`config.mk`:
```
export PLATFORM = sky130hd
export DESIGN_NAME = gf_divider
export DESIGN_NICKNAME = d
export VERILOG_FILES = /design/src/rtl/gf_divider.sv
export SDC_FILE = /design/constraint.sdc
export NUM_CORES = 1
export LEC_CHECK = 0
export CAP_MARGIN = 10
export CORE_MARGIN = 8
export CORE_UTILIZATION = 30
export DETAILED_ROUTE_END_ITERATION = 8
export MAX_ROUTING_LAYER = met4
export SLEW_MARGIN = 20
export SYNTH_ARGS = -nofsm -noshare
export SYNTH_HDL_FRONTEND = slang
export SYNTH_SLANG_ARGS = --single-unit
```
`constraint.sdc`:
```
create_clock -name clk -period 3.15 [get_ports clk]
set_input_delay 0.4725 -clock clk [delete_from_list [all_inputs] [get_ports clk]]
set_output_delay 0.4725 -clock clk [all_outputs]
set_load 0.03 [all_outputs]
```
`src/rtl/gf_divider.sv`:
```
// Sequential radix-2 divider: unsigned integer (gf_option=0) or carry-less GF(2)
// polynomial division (gf_option=1), one quotient bit per clock, start/done handshake.
module gf_divider #(
  parameter int WIDTH = 32
) (
  input  logic             clk,
  input  logic             resetn,
  input  logic             start,
  input  logic             gf_option,
  input  logic [WIDTH-1:0] a,
  input  logic [WIDTH-1:0] b,
  output logic             busy,
  output logic             done,
  output logic [WIDTH-1:0] quotient,
  output logic [WIDTH-1:0] remainder,
  output logic             div_by_zero
);

  localparam int CW = $clog2(WIDTH);

  typedef enum logic [1:0] {IDLE, RUN, ZERO} state_t;

  state_t           state, state_nxt;
  logic [CW-1:0]    cnt;
  logic [CW-1:0]    db, db_c;
  logic             mode;
  logic [WIDTH-1:0] b_reg;
  logic [WIDTH-1:0] quo, rem, rem_nxt;
  logic [WIDTH:0]   r_ext;
  logic [WIDTH-1:0] r_sh, r_diff;
  logic             q_bit;
  logic             last;
  logic             done_r, dbz_r;

  assign last = (cnt == CW'(WIDTH - 1));

  // Index of the highest set bit of the divisor (degree of b in GF mode).
  always_comb begin
    db_c = '0;
    for (int unsigned i = 0; i < WIDTH; i++) begin
      if (b[i]) db_c = CW'(i);
    end
  end

  // quo doubles as the dividend shift register: its MSB feeds the partial
  // remainder while new quotient bits enter at the LSB.
  always_comb begin
    r_ext   = {rem, quo[WIDTH-1]};
    r_sh    = {rem[WIDTH-2:0], quo[WIDTH-1]};
    r_diff  = r_sh - b_reg;
    q_bit   = 1'b0;
    rem_nxt = r_sh;
    if (mode) begin
      if (r_sh[db]) begin
        q_bit   = 1'b1;
        rem_nxt = r_sh ^ b_reg;
      end
    end else if (r_ext >= {1'b0, b_reg}) begin
      q_bit   = 1'b1;
      rem_nxt = r_diff;
    end
  end

  always_ff @(posedge clk or negedge resetn) begin
    if (!resetn) state <= IDLE;
    else         state <= state_nxt;
  end

  always_comb begin
    state_nxt = state;
    case (state)
      IDLE:    if (start) state_nxt = (b == '0) ? ZERO : RUN;
      RUN:     if (last) state_nxt = IDLE;
      ZERO:    state_nxt = IDLE;
      default: state_nxt = IDLE;
    endcase
  end

  always_ff @(posedge clk or negedge resetn) begin
    if (!resetn) begin
      cnt    <= '0;
      db     <= '0;
      mode   <= 1'b0;
      b_reg  <= '0;
      quo    <= '0;
      rem    <= '0;
      done_r <= 1'b0;
      dbz_r  <= 1'b0;
    end else begin
      done_r <= 1'b0;
      case (state)
        IDLE: begin
          if (start) begin
            mode  <= gf_option;
            b_reg <= b;
            db    <= db_c;
            cnt   <= '0;
            dbz_r <= (b == '0);
            if (b == '0) begin
              quo <= '1;
              rem <= a;
            end else begin
              quo <= a;
              rem <= '0;
            end
          end
        end
        RUN: begin
          quo <= {quo[WIDTH-2:0], q_bit};
          rem <= rem_nxt;
          cnt <= cnt + 1'b1;
          if (last) done_r <= 1'b1;
        end
        ZERO:    done_r <= 1'b1;
        default: ;
      endcase
    end
  end

  assign busy        = (state != IDLE);
  assign done        = done_r;
  assign quotient    = quo;
  assign remainder   = rem;
  assign div_by_zero = dbz_r;

endmodule

```
==> metrics list <==
* Drt drc: 0
- Cell types occupying the most area after synthesis: sky130_fd_sc_hd__dfrtp_1 (36%), sky130_fd_sc_hd__o21ai_0 (7.4%), sky130_fd_sc_hd__ha_1 (6.1%), sky130_fd_sc_hd__a21oi_1 (6.0%), sky130_fd_sc_hd__nor2_1 (4.5%)
* Switching share of power: 49.89%
- The total count of hold-check failures in the final report came to 0.
* Number of clock sinks: 111
- In this run the standard cell core region covers 25040 um^2.
* Final Routed Wirelength: 29610 um
- For this run, the number of standard cells in the final layout without fillers is 1449.
* Biggest fanout along the worst timing path: 6
- FMAX: 0.3329 GHz
* Nets@finish: 1220
* First DRT Iteration DRCs: 608
- Sequential fraction of the synthesis area: 36.48%
* Synth Net Count: 1035
* Max stage delay on crit path: 0.36 ns
* Fraction of the cycle the final worst path needs: 95.37%
- Area growth, synth to finish: 34.77%
* Highest metal used: met4
- Class of the tightest hold or removal check: primary input to asynchronous set/reset pin
* Initial antenna violation count: 0
* Post-synthesis cell type count: 64
* Worst hold margin: 0.1035 ns
* Cell type with the largest total area after synthesis: sky130_fd_sc_hd__dfrtp_1
- Cell internal power was estimated by the tool at 6.223 mW.
- In the synthesized netlist the async set-or-reset flop fraction comes to 100.0%.
- In this run, CTS created clock tree buffers numbering 9.
- The detailed router placed 7883 vias in this run.
- Kind of critical path: flip-flop to flip-flop
* Count of flip-flops with a built-in enable after synthesis: 0
* Max-Cap Viols: 0
- Kind of end point of the critical path: flip-flop
* Number of global-route vias before repair: 7566
- All-Layer GR Usage: 19.25%
- Cells after synthesis: 929
- Warnings from Yosys: 0
* Initial cell density of the core: 30.41%
* Part of the total power dissipated in combinational logic: 70.0%
* CP max-delay cell: sky130_fd_sc_hd__dfrtp_1
- The design draws 12.42 mW.
- Overflow after GRT: 0
- At the end of routability-driven placement, the weighted congestion stood at 0.9175.
* Dominant register cell in the synthesized netlist: sky130_fd_sc_hd__dfrtp_1
- Crit path buffers/inverters: 3
- Htree depth: 3
* Unrepaired setup endpoints after global routing: true
- DIE AREA: 30740 um^2
- The top cell type by area accounts for 36.48% of the synthesized area.
- The number of antenna diodes in the final layout is 0.
- Summing every instance area after synthesis gives 7615 um^2.
* Final Slew Violations: 0
* Max Root-Sink Buffers: 2
- Number of input and output port buffers inserted: 134
- The worst setup path is launched from a flip-flop.
- WL/cell: 20.44 um
- Clock tree from TritonCTS: done
- The run finished with clean final reports.
* Die X-Extent: 175.3 um
- Dpl cells: 1433
* Clock root buffer: sky130_fd_sc_hd__clkbuf_16
- Met2 routed wirelength: 14520 um
* Most frequent cell after synthesis: sky130_fd_sc_hd__o21ai_0
- M1 WL: 13110 um
- Final number of setup-violating endpoints: 0
- Detailed-placement wirelength estimate: 22580 um
- Routed wl met3: 1440 um
- PD cells: 1210 nW/um^2
- Clock transition time at the flip-flop clock pins of the worst setup and hold paths: 0.08 ns
- The count of nets left with antenna violations once routing finished came out at 0.
* Minimum clock period after layout: 3.004 ns
* IO Count: 135
* Data required time of the critical path: 3.38 ns
- Maximum number of pins on one net before global-route repair: 76
- The signal on the critical path passes through inv_1 -> ha_1 -> a211oi_2 -> o21bai_1 -> and4bb_2 -> o21ai_1 -> o21a_1 -> o21a_1 -> buf_4 -> buf_4 -> and3_1 -> o31ai_1 -> a31oi_1.
- Top cell family by delay on the critical path: compound AO/OA/AOI/OAI gates
- Clock latency at the later pin of the worst-skew pair: 0.37 ns
- Max_slew headroom: 46.34%
- Mean instance size in the synthesized netlist: 8.197 um^2
* Switching power total: 6.196 mW
- The first global-routing pass estimated 44830 um of wire.
- Commonest cells post-synth: sky130_fd_sc_hd__o21ai_0 (113), sky130_fd_sc_hd__dfrtp_1 (111), sky130_fd_sc_hd__a21oi_1 (92), sky130_fd_sc_hd__nor2_1 (92), sky130_fd_sc_hd__nand2_1 (74)
- Transition time at the pin with the least slew margin: 0.8049 ns
- Worst path arrival time: 3.23 ns
* Share of power burned in the clock network: 9.9%
- Vias per cell: 5.440
- Worst clock skew: 0.01089 ns
- Placement row count: 58
* Number of synthesized register bits: 111
- Before antenna repair, the detailed router went through 5 iterations.
* Sequential fraction of design power: 20.1%
* Fraction of layout cells with a size suffix above 1: 12.96%
- IR analysis of the VDD net gives a maximum drop of 393.5 uV.
- Summed over all cells, the static leakage comes to 4.454 nW.
- Die H: 175.3 um
cell usage in the layout, fill, tap and decap left out, types with 3 or more instances in the layout:
master	n
sky130_fd_sc_hd__clkdlybuf4s50_1	133
sky130_fd_sc_hd__a21oi_1	92
sky130_fd_sc_hd__inv_1	51
sky130_fd_sc_hd__a211oi_2	3
sky130_fd_sc_hd__o211ai_1	5
sky130_fd_sc_hd__o22ai_1	7
sky130_fd_sc_hd__dfrtp_1	111
sky130_fd_sc_hd__ha_1	36
sky130_fd_sc_hd__a21o_1	15
sky130_fd_sc_hd__o21ai_1	10
sky130_fd_sc_hd__nor3_1	12
sky130_fd_sc_hd__a211oi_1	35
sky130_fd_sc_hd__mux2_2	3
sky130_fd_sc_hd__buf_12	4
sky130_fd_sc_hd__mux2i_1	5
sky130_fd_sc_hd__a221oi_1	4
sky130_fd_sc_hd__o21ai_0	109
sky130_fd_sc_hd__nand2_1	74
sky130_fd_sc_hd__nand2b_1	5
sky130_fd_sc_hd__buf_4	91
sky130_fd_sc_hd__and3_1	28
sky130_fd_sc_hd__mux4_2	9
sky130_fd_sc_hd__nor2b_1	40
sky130_fd_sc_hd__and2_1	6
sky130_fd_sc_hd__nor4_1	7
sky130_fd_sc_hd__clkbuf_16	9
sky130_fd_sc_hd__o21a_1	12
sky130_fd_sc_hd__xnor2_1	3
sky130_fd_sc_hd__a31oi_1	16
sky130_fd_sc_hd__o31ai_1	19
sky130_fd_sc_hd__nand3_1	9
sky130_fd_sc_hd__nor2_1	91
sky130_fd_sc_hd__o21bai_1	5
area by class of cell:
type | instances | area, um^2
Tap cell | 330 | 412.9
Fill cell | 2510 | 14770
Multi-Input combinational cell | 710 | 4463
Timing Repair Buffer | 229 | 2106
Inverter | 53 | 198.9
Clock buffer | 10 | 229.0
Sequential cell | 111 | 2778
Clock inverter | 6 | 75.07
power by group through the flow:
stage | clock [mW] | combinational [mW] | sequential [mW]
after floorplan | 0 | 4.41 | 3.19
after global placement | 0 | 8.49 | 2.52
after detailed placement | 0 | 8.51 | 2.52
after CTS | 1.26 | 8.57 | 2.49
after global routing | 1.31 | 9.39 | 2.56
final | 1.23 | 8.70 | 2.49
final timing paths:
check / start / to / slack [ns] / cells after the start
min: resetn / quotient[14]$_DFFE_PN0P_ / 0.10 / 1
min in group clk: cnt[2]$_DFFE_PN0P_ / cnt[2]$_DFFE_PN0P_ / 0.52 / 1
max reg2reg: b_reg[6]$_DFFE_PN0P_ / remainder[8]$_DFFE_PN0P_ / 0.15 / 13
max in group asynchronous: resetn / b_reg[7]$_DFFE_PN0P_ / 2.17 / 2
max: b_reg[6]$_DFFE_PN0P_ / remainder[8]$_DFFE_PN0P_ / 0.15 / 13
min reg2reg: cnt[2]$_DFFE_PN0P_ / cnt[2]$_DFFE_PN0P_ / 0.52 / 1
logic make-up (layout without fill, tap and decap cells):
family / Yosys count / in the layout / synth area share [%]
DFF: 111 / 111 / 36.48
AOI/OAI and AO/OA: 362 / 362 / 28.85
xor gates and xnor gates: 3 / 3 / 0.3451
adders and majority gates: 38 / 38 / 6.342
buffers and inverters: 108 / 298 / 5.751
and+or+nand+nor: 290 / 290 / 18.47
muxes: 17 / 17 / 3.763
stage by stage:
step                      setup slack, ns  instance area (um^2)  util, %   TNS, ns
final                              0.1459                 10260    40.99         0
after global routing             -0.03053                 10260    40.99  -0.03354
after detailed placement         -0.05665                  9913    39.60  -0.09687
after floorplan                    0.1728                  7615        -         0
after CTS                         0.06359                 10220    40.83         0
after global placement           -0.03749                  9913    39.60  -0.05471
layer usage:
metal	up-vias	track usage, %
met3	30	2.727
met1	3862	24.50
li1	3736	-
met4	0	5.758
met2	255	31.44
met5	-	-
what timing repair did:
action	4_1_cts	5_1_grt
buffers inserted	0	0
endpoints found under the setup margin	9	25
hold buffers	0	0
gates resized for setup	1	10
hold endpoints to repair	0	0
Power figures use the tool's default switching activity.
